<file path="config.mk">
export PLATFORM = sky130hd
export DESIGN_NAME = seg_capture_4x7
export DESIGN_NICKNAME = d
export VERILOG_FILES = /design/src/rtl/seg4x7_pkg.sv /design/src/rtl/seg7_decode.sv /design/src/rtl/seg_capture_4x7.sv
export SDC_FILE = /design/constraint.sdc
export NUM_CORES = 1
export LEC_CHECK = 0
export ABC_AREA = 0
export CAP_MARGIN = 10
export CORE_MARGIN = 2
export CORE_UTILIZATION = 35
export CTS_BUF_LIST = sky130_fd_sc_hd__clkbuf_16
export CTS_CLUSTER_DIAMETER = 100
export CTS_CLUSTER_SIZE = 28
export DETAILED_ROUTE_END_ITERATION = 10
export REMOVE_ABC_BUFFERS = 1
export SLEW_MARGIN = 20
export SYNTH_ARGS = -nofsm -noshare
export SYNTH_HDL_FRONTEND = slang
export SYNTH_HIERARCHICAL = 1
export SYNTH_SLANG_ARGS = --single-unit
</file>
<file path="constraint.sdc">
create_clock -name SysClk -period 11.2 [get_ports SysClk]
set_clock_uncertainty 0.05 [all_clocks]
set_input_delay 2.24 -clock SysClk [delete_from_list [all_inputs] [get_ports SysClk]]
set_output_delay 2.24 -clock SysClk [all_outputs]
set_load 0.01 [all_outputs]
</file>
<file path="src/rtl/seg4x7_pkg.sv">
// Shared constants for the 4-digit 7-segment bus capture block: active-low glyph codes,
// the blank pattern, FSM state encodings and a one-hot-to-index helper.
package seg4x7_pkg;

    localparam logic [6:0] SEG_0     = 7'h40;
    localparam logic [6:0] SEG_1     = 7'h79;
    localparam logic [6:0] SEG_2     = 7'h24;
    localparam logic [6:0] SEG_3     = 7'h30;
    localparam logic [6:0] SEG_4     = 7'h19;
    localparam logic [6:0] SEG_5     = 7'h12;
    localparam logic [6:0] SEG_6     = 7'h02;
    localparam logic [6:0] SEG_7     = 7'h78;
    localparam logic [6:0] SEG_8     = 7'h00;
    localparam logic [6:0] SEG_9     = 7'h10;
    localparam logic [6:0] SEG_A     = 7'h08;
    localparam logic [6:0] SEG_B     = 7'h03;
    localparam logic [6:0] SEG_C     = 7'h46;
    localparam logic [6:0] SEG_D     = 7'h21;
    localparam logic [6:0] SEG_E     = 7'h06;
    localparam logic [6:0] SEG_F     = 7'h0E;
    localparam logic [6:0] SEG_BLANK = 7'h7F;

    typedef enum logic [1:0] {
        StIdle,
        StSettle,
        StCapture,
        StHold
    } cap_state_e;

    function automatic logic [1:0] onehot_to_idx(input logic [3:0] sel);
        logic [1:0] idx;
        idx = 2'd0;
        for (int i = 0; i < 4; i++) begin
            if (sel[i]) idx = 2'(i);
        end
        return idx;
    endfunction

endpackage

</file>
<file path="src/rtl/seg7_decode.sv">
// Combinational decode of an active-low segment pattern {g..a} into a hex value,
// flagging whether the pattern is a legal glyph or the all-dark blank pattern.
module seg7_decode
    import seg4x7_pkg::*;
(
    input  logic [6:0] cat_i,
    output logic       legal_o,
    output logic       blank_o,
    output logic [3:0] hex_o
);

    always_comb begin
        legal_o = 1'b1;
        blank_o = 1'b0;
        hex_o   = 4'h0;
        case (cat_i)
            SEG_0:     hex_o = 4'h0;
            SEG_1:     hex_o = 4'h1;
            SEG_2:     hex_o = 4'h2;
            SEG_3:     hex_o = 4'h3;
            SEG_4:     hex_o = 4'h4;
            SEG_5:     hex_o = 4'h5;
            SEG_6:     hex_o = 4'h6;
            SEG_7:     hex_o = 4'h7;
            SEG_8:     hex_o = 4'h8;
            SEG_9:     hex_o = 4'h9;
            SEG_A:     hex_o = 4'hA;
            SEG_B:     hex_o = 4'hB;
            SEG_C:     hex_o = 4'hC;
            SEG_D:     hex_o = 4'hD;
            SEG_E:     hex_o = 4'hE;
            SEG_F:     hex_o = 4'hF;
            SEG_BLANK: begin
                legal_o = 1'b0;
                blank_o = 1'b1;
            end
            default:   legal_o = 1'b0;
        endcase
    end

endmodule

</file>
<file path="src/rtl/seg_capture_4x7.sv">
// Receive-side monitor for a multiplexed 4-digit 7-segment bus: settles, decodes and holds
// each slot, with freshness timeouts and protocol flags. SEGCAP_INPUT_SYNC_EN adds input syncs.
module seg_capture_4x7
    import seg4x7_pkg::*;
#(
    parameter logic [15:0] SETTLE_CYCLES  = 16'd1000,
    parameter logic [23:0] TIMEOUT_CYCLES = 24'd1000000
) (
    input  logic       SysClk,
    input  logic       Reset,
    input  logic       AN0,
    input  logic       AN1,
    input  logic       AN2,
    input  logic       AN3,
    input  logic       Ca,
    input  logic       Cb,
    input  logic       Cc,
    input  logic       Cd,
    input  logic       Ce,
    input  logic       Cf,
    input  logic       Cg,
    input  logic       DP,
    output logic [3:0] Digit1,
    output logic [3:0] Digit2,
    output logic [3:0] Digit3,
    output logic [3:0] Digit4,
    output logic       Dp0,
    output logic       Dp1,
    output logic       Dp2,
    output logic       Dp3,
    output logic [3:0] DigitValid,
    output logic       FrameDone,
    output logic       BadPattern,
    output logic       AnConflict
);

    // Bus layout: [11] DP, [10:4] cat {g..a}, [3:0] anodes {AN3..AN0}; all active-low.
    logic [11:0] bus_raw;
    logic [11:0] bus_s;

    assign bus_raw = {DP, Cg, Cf, Ce, Cd, Cc, Cb, Ca, AN3, AN2, AN1, AN0};

`ifdef SEGCAP_INPUT_SYNC_EN
    logic [11:0] sync1_q;
    logic [11:0] sync2_q;

    // Idle bus level is all-high, so synchronizers reset to ones.
    always_ff @(posedge SysClk or posedge Reset) begin
        if (Reset) begin
            sync1_q <= '1;
            sync2_q <= '1;
        end else begin
            sync1_q <= bus_raw;
            sync2_q <= sync1_q;
        end
    end

    assign bus_s = sync2_q;
`else
    assign bus_s = bus_raw;
`endif

    logic [3:0] an_n;
    logic [7:0] seg_n;
    logic [3:0] sel;
    logic       one_hot;
    logic       multi;

    assign an_n    = bus_s[3:0];
    assign seg_n   = bus_s[11:4];
    assign sel     = ~an_n;
    assign one_hot = (sel != 4'd0) && ((sel & (sel - 4'd1)) == 4'd0);
    assign multi   = (sel != 4'd0) && !one_hot;

    cap_state_e        state_q, state_d;
    logic [15:0]       cnt_q, cnt_d;
    logic [3:0]        an_prev_q, an_prev_d;
    logic [7:0]        seg_prev_q, seg_prev_d;
    logic [3:0][3:0]   digit_q, digit_d;
    logic [3:0]        dp_q, dp_d;
    logic [3:0]        valid_q, valid_d;
    logic [3:0]        seen_q, seen_d;
    logic [3:0][23:0]  tcnt_q, tcnt_d;
    logic              frame_done_q, frame_done_d;
    logic              bad_q, bad_d;
    logic              conflict_q, conflict_d;

    logic       dec_legal;
    logic       dec_blank;
    logic [3:0] dec_hex;

    // seg_prev_q holds the last sampled pattern, which is the settled one while in CAPTURE.
    seg7_decode u_decode (
        .cat_i   (seg_prev_q[6:0]),
        .legal_o (dec_legal),
        .blank_o (dec_blank),
        .hex_o   (dec_hex)
    );

    logic       an_changed;
    logic       seg_changed;
    logic       reenter;
    logic       capture;
    logic [1:0] slot;
    logic [3:0] wr_legal;
    logic [3:0] wr_clear;

    assign an_changed  = an_n != an_prev_q;
    assign seg_changed = seg_n != seg_prev_q;
    assign slot        = onehot_to_idx(~an_prev_q);

    always_comb begin
        state_d      = state_q;
        cnt_d        = cnt_q;
        an_prev_d    = an_n;
        seg_prev_d   = seg_n;
        digit_d      = digit_q;
        dp_d         = dp_q;
        valid_d      = valid_q;
        tcnt_d       = tcnt_q;
        conflict_d   = 1'b0;
        bad_d        = 1'b0;
        reenter      = 1'b0;
        capture      = 1'b0;
        wr_legal     = 4'd0;
        wr_clear     = 4'd0;

        if (multi) begin
            conflict_d = 1'b1;
            state_d    = StIdle;
            cnt_d      = '0;
        end else begin
            unique case (state_q)
                StIdle:    reenter = 1'b1;
                StSettle: begin
                    if (!one_hot) begin
                        state_d = StIdle;
                        cnt_d   = '0;
                    end else if (an_changed || seg_changed) begin
                        cnt_d = '0;
                    end else if (cnt_q == SETTLE_CYCLES - 16'd1) begin
                        state_d = StCapture;
                    end else begin
                        cnt_d = cnt_q + 16'd1;
                    end
                end
                StCapture: begin
                    capture = 1'b1;
                    state_d = StHold;
                end
                StHold:    reenter = an_changed;
                default:   state_d = StIdle;
            endcase

            if (reenter) begin
                state_d = one_hot ? StSettle : StIdle;
                cnt_d   = '0;
            end
        end

        if (capture) begin
            if (dec_legal) begin
                wr_legal[slot] = 1'b1;
                digit_d[slot]  = dec_hex;
                dp_d[slot]     = ~seg_prev_q[7];
            end else begin
                wr_clear[slot] = 1'b1;
                bad_d          = !dec_blank;
            end
        end

        // A legal capture beats a same-cycle timeout on that slot.
        for (int k = 0; k < 4; k++) begin
            if (wr_legal[k]) begin
                tcnt_d[k]  = '0;
                valid_d[k] = 1'b1;
            end else begin
                if (tcnt_q[k] != TIMEOUT_CYCLES) tcnt_d[k] = tcnt_q[k] + 24'd1;
                if (wr_clear[k] || (tcnt_q[k] == TIMEOUT_CYCLES)) valid_d[k] = 1'b0;
            end
        end

        // Captures landing on the FrameDone cycle start the next frame.
        frame_done_d = seen_q == 4'hF;
        seen_d       = (frame_done_d ? 4'd0 : seen_q) | wr_legal;
    end

    always_ff @(posedge SysClk or posedge Reset) begin
        if (Reset) begin
            state_q      <= StIdle;
            cnt_q        <= '0;
            an_prev_q    <= '1;
            seg_prev_q   <= '1;
            digit_q      <= '0;
            dp_q         <= '0;
            valid_q      <= '0;
            seen_q       <= '0;
            tcnt_q       <= '0;
            frame_done_q <= 1'b0;
            bad_q        <= 1'b0;
            conflict_q   <= 1'b0;
        end else begin
            state_q      <= state_d;
            cnt_q        <= cnt_d;
            an_prev_q    <= an_prev_d;
            seg_prev_q   <= seg_prev_d;
            digit_q      <= digit_d;
            dp_q         <= dp_d;
            valid_q      <= valid_d;
            seen_q       <= seen_d;
            tcnt_q       <= tcnt_d;
            frame_done_q <= frame_done_d;
            bad_q        <= bad_d;
            conflict_q   <= conflict_d;
        end
    end

    assign Digit1     = digit_q[0];
    assign Digit2     = digit_q[1];
    assign Digit3     = digit_q[2];
    assign Digit4     = digit_q[3];
    assign Dp0        = dp_q[0];
    assign Dp1        = dp_q[1];
    assign Dp2        = dp_q[2];
    assign Dp3        = dp_q[3];
    assign DigitValid = valid_q;
    assign FrameDone  = frame_done_q;
    assign BadPattern = bad_q;
    assign AnConflict = conflict_q;

endmodule

</file>
=== Word-level counts from Yosys, hierarchy flattened ===
Index checks and enable logic that the tools add are counted.

* Add/sub/neg operators: 6
* Magnitude comparators: 2
* Equality and inequality tests: 34
* Multiplexer cells: 53
* Bitwise operators: 5
* Reduce and logical (&&, ||, !) cells: 28

{| class="wikitable"
|+ Operators by type and width
! cell !! number
|-
| 2-to-1 mux 24 bit || 8
|-
| adder 24 x 1 -> 24 bit, second input constant || 4
|-
| equality test 24 x 20 -> 1 bit, second input constant || 4
|-
| 2-to-1 mux 16 bit || 6
|-
| != test 24 x 20 -> 1 bit, second input constant || 4
|-
| one-hot mux 4 bit (15 select lines) || 1
|-
| equality test 7 bit, second input constant || 5
|-
| 2-to-1 mux 4 bit || 6
|-
| equality test 7 x 5 -> 1 bit, second input constant || 3
|-
| equality test 7 x 6 -> 1 bit, second input constant || 3
|-
| 2-to-1 mux 1 bit || 19
|-
| adder 16 x 1 -> 16 bit, second input constant || 1
|-
| bitwise mux 16 bit || 1
|-
| equality test 16 x 10 -> 1 bit, second input constant || 1
|-
| nonzero test 2 bit || 8
|-
| OR reduction 16 bit || 1
|-
| equality test 7 x 2 -> 1 bit, second input constant || 2
|-
| equality test 7 x 4 -> 1 bit, second input constant || 2
|-
| 2-to-1 mux 2 bit || 7
|-
| != test 5 bit, second input constant || 2
|-
| demux 4 bit (select 2 bit) || 1
|-
| != test 8 bit || 1
|-
| inverter 4 bit || 2
|-
| nonzero test 4 bit || 2
|-
| other kinds (25) || 34
|}

* Bits in registers: 157
* Output and inout port bits: 27
* Word-level logic and storage cells: 149

=== Logic depth before layout (Yosys ltp) ===
* Word-level depth: 13
* Mapped depth: 10

=== By module ===
Netlist, hierarchy kept.

{| class="wikitable"
|+ Modules (own cells, without submodules)
! module !! times used !! cells an instance !! area an instance (µm²)
|-
| seg_capture_4x7 || 1 || 766 || 7,621.1
|-
| seg7_decode || 1 || 56 || 339.1
|}

=== Worst setup path before layout ===
Ideal clock, no wire load.

* Path kind: input port to flip-flop
* Start point: in AN1
* End point: reg cnt_q[2]
* Data arrival time: 4.068 ns
* Required time: 11.058 ns
* Path slack: 6.991 ns
* Cell stages on the path: 9
* Path buffers: 3
* Cells stage by stage: buf_4 -> xor2_1 -> or4_4 -> nor4b_4 -> o2111a_2 -> buf_6 -> buf_8 -> o21ai_0 -> o31ai_2

* Cells in the longest elaborated chain, start to end: 9

{| class="wikitable"
|+ RTL lines
! element !! line !! source
|-
| start, declared || seg_capture_4x7.sv:12 || <nowiki>input logic AN1,</nowiki>
|-
| inverter 4 bit || seg_capture_4x7.sv:71 || <nowiki>assign sel = ~an_n;</nowiki>
|-
| subtractor 4 x 1 -> 4 bit || seg_capture_4x7.sv:72 || <nowiki>assign one_hot = (sel != 4'd0) && ((sel & (sel - 4'd1)) == 4'd0);</nowiki>
|-
| AND 4 bit || seg_capture_4x7.sv:72 ||
|-
| logical NOT 4 bit || seg_capture_4x7.sv:72 ||
|-
| logical AND 1 bit || seg_capture_4x7.sv:72 ||
|-
| logical NOT 1 bit or 2-to-1 mux 16 bit (tied branches) || - ||
|-
| logical AND 1 bit or 2-to-1 mux 16 bit (tied branches) || seg_capture_4x7.sv:73, seg_capture_4x7.sv:133 ||
|-
| != test 5 x 4 -> 1 bit (no line), or another cell as far along || - ||
|-
| AND reduction 2 bit (no line) or 2-to-1 mux 16 bit (tied branches) || - ||
|-
| end signal, assigned || seg_capture_4x7.sv:204 || <nowiki>cnt_q <= cnt_d;</nowiki>
|-
| end, declared || seg_capture_4x7.sv:76 || <nowiki>logic [15:0] cnt_q, cnt_d;</nowiki>
|}

Parallel ways exist; a longest one is shown, timed or not. The select of a mux whose other input is x is not followed.
A chain may end at the register's enable or synchronous reset.

=== Final worst setup path ===
* Start point: in AN0
* End point: reg state_q[1]

* Cells in the longest elaborated chain, start to end: 9

{| class="wikitable"
|+ RTL lines
! element !! line !! source
|-
| start, declared || seg_capture_4x7.sv:11 || <nowiki>input logic AN0,</nowiki>
|-
| inverter 4 bit || seg_capture_4x7.sv:71 ||
|-
| subtractor 4 x 1 -> 4 bit || seg_capture_4x7.sv:72 ||
|-
| AND 4 bit || seg_capture_4x7.sv:72 ||
|-
| logical NOT 4 bit || seg_capture_4x7.sv:72 ||
|-
| logical AND 1 bit || seg_capture_4x7.sv:72 ||
|-
| 2-to-1 mux 2 bit or logical NOT 1 bit (tied branches) || - ||
|-
| one-hot mux 2 bit (2 select lines) or logical AND 1 bit (tied branches) || seg_capture_4x7.sv:133, seg_capture_4x7.sv:73 ||
|-
| 2-to-1 mux 2 bit, or another cell as far along || seg_capture_4x7.sv:155 || <nowiki>if (reenter) begin</nowiki>
|-
| 2-to-1 mux 2 bit or AND reduction 3 bit (tied branches) || - ||
|-
| end signal, assigned || seg_capture_4x7.sv:190 || <nowiki>state_q <= StIdle;</nowiki>
|-
| end signal, assigned || seg_capture_4x7.sv:203 || <nowiki>state_q <= state_d;</nowiki>
|-
| end, declared || seg_capture_4x7.sv:75 || <nowiki>cap_state_e state_q, state_d;</nowiki>
|}

Parallel ways exist; a longest one is shown, timed or not. The select of a mux whose other input is x is not followed.

==> run metrics <==
worst r2r src seg_prev_q[1]; share of post-route cells with drive strength above 1 0.09725; first-pass GRT wire length roughly 29000 um; PnR worst setup slack around 6700 ps; H-tree depth 4; FF+latch count, synth roughly 160; fmax ~220 MHz; full die area 23970 um^2; crit path DAT roughly 4800 ps; FF-to-FF path depth 8; most common cell after layout, fill and taps aside dfrtp_1; Non-Filler Instances about 1200; total grt overflow 0; Routed WL per cell between 10 and 15 um; Reg2Reg Capture Point Digit1[1]; DR vias approximately 5900; post-synthesis sequential area ratio 0.4954; Post-Synthesis Cells a little over 800; Slew Limit Fails 0; Clock Tree Buf Depth 2; hold wc startpoint Digit4[0]; die width 154.8 um; startpoint types input pin; Via density roughly 5.1; Core Footprint ~23000 um^2; Pleak around 3.9 nW; Initial Util 0.3537; TritonCTS Buffers 17; fin crit period roughly 4500 ps; # hold bufs at CTS 0; top-area cell type share of the netlist area 0.4558; Most used DFF post-synth dfrtp_1; post-synth top area cell dfrtp_1; clock-pin slew on the worst setup and hold paths around 70 ps; chip height between 150 and 200 um; worst slew pin tran just over 900 ps; number of global-route vias before repair between 5000 and 6000; Crit Path Category in -> reg; DP Worst Slack just over 6000 ps; TritonCTS clock tree done; Hold Crit Depth 2; GP Congestion approximately 0.84; Tot Pwr roughly 1.5 mW; post_cts resized 0; design area 9220 um^2; P&R area growth vs syn 15.83%; final core utilization 0.4097; Critical Path Fanout Max 9; fin crit share 0.4056; Sink Count 157; Hold Worst Slack 425.4 ps; Mean Syn Cell Area between 9 and 10 um^2; Area after DPL ~8700 um^2; Rel. slew slack 0.3777; later-pin clock latency in the skew report between 400 and 500 ps; CP endpoint kind flop; IO Count 41; number of synthesized flops with an enable pin 0; WL final roughly 17000 um; post-route antenna net violation count 0; most frequent cells in the layout 145 x dfrtp_1, 137 x nor2_1, 59 x nand2_1, 51 x nand3_1, 49 x xor2_1; largest net degree at the start of global routing 84; clock root buffer clkbuf_16; status finished clean; total global-route track usage 0.1473; final hold vios 0; Port Buffers 40; DPL Wire Length 11210 um; antenna violations before repair 0; TNS Setup 0 ps; nets 888; DRC 0; count of unique library cells instantiated by Yosys 67; max-cap violations 0; antenna fix cells 0; Hold Path Class reg -> reg; ys async rst share 1.000; register-to-register path setup slack roughly 8000 ps; Yosys warning total 6; postcts setup bufs 0; drt initial violations roughly 360; PwrDens ~160 nW/um^2; RSZ-0062 raised after global routing no; synth top area cells dfrtp_1 46%, nor2_1 6.6%, xor2_1 5.4%; DP Cell Count between 1000 and 1500; setup violators final 0; Critical Path RT about 11000 ps; FP Rows 55; mapped cell area 7960 um^2; First-pass DRT Iterations 5; WHS Endpoint Digit4[0]; Max VDD drop 0.1084 mV
[cell families (layout without fill, tap and decap cells)]
group / Yosys count / after routing / share of synthesized area
adders and majority gates: 13 / 13 / 0.02043
DFF: 157 / 157 / 0.4954
AOI/OAI and AO/OA: 82 / 82 / 0.06853
and+or+nand+nor: 402 / 402 / 0.2573
muxes: 15 / 15 / 0.02106
buffers and inverters: 56 / 108 / 0.03049
xor gates and xnor gates: 97 / 97 / 0.1067
[power breakdown]
part	leakage (nW)	switching [mW]	internal, mW
combinational	1.52	0.113	0.102
sequential	2.09	0.0816	0.632
clock	0.278	0.247	0.309
total	3.90	0.441	1.04
[cell usage after synthesis (15+ instances only)]
library cell and n:
a21oi_1 25, and3_1 17, clkbuf_1 21, dfrtp_1 145, inv_1 29, nand2_1 59
nand3_1 51, nand4_1 28, nor2_1 140, nor3_1 20, or3_1 15, xnor2_1 48
xor2_1 49
[worst max path at each step]
| stage | slack [ps] | from | endpoint |
|---|---|---|---|
| global route | 6480 | AN0 | state_q[1] |
| CTS | 6660 | AN0 | state_q[1] |
| detailed placement | 6210 | AN0 | state_q[1] |
| floorplan | 4700 | Reset | AnConflict |
| finish | 6660 | AN0 | state_q[1] |
| global placement | 6250 | AN0 | state_q[1] |
[state kept, by name, summed over array words and instances (netlist names)]
| name | count |
|---|---|
| dp_q | 4 |
| Digit3 | 4 |
| tcnt_q | 96 |
| seen_q | 4 |
| Digit4 | 4 |
| FrameDone | 1 |
| seg_prev_q | 8 |
| state_q | 2 |
| AnConflict | 1 |
| BadPattern | 1 |
| Digit2 | 4 |
| Digit1 | 4 |
| DigitValid | 4 |
| an_prev_q | 4 |
| cnt_q | 16 |
[worst max-delay path, stage by stage]
cell and delay [ps]:
clkdlybuf4s50_1 550, xor2_1 240, o41ai_1 660, nand3_1 490, o32a_1 480, nor2_1 90, a21oi_1 50
[per-layer routing]
metal | share of wire | wire (um) | GRT usage
met1 | 0.49 | 8263 | 0.2092
met2 | 0.46 | 7735 | 0.2283
met3 | 0.037 | 615 | 0.03670
met4 | 0.0087 | 145 | 0.03307
met5 | 0 | 0 | 0
[final cells by class]
type | count | area [um^2]
clock inverters | 15 | 141.4
fillers | 2193 | 13280
clock buffers | 17 | 425.4
flip-flops and latches | 157 | 3944
inverters | 29 | 113.9
repair buffers | 47 | 452.9
well taps | 285 | 356.6
multi-input cells | 609 | 3786
Power figures use the tool's default switching activity.
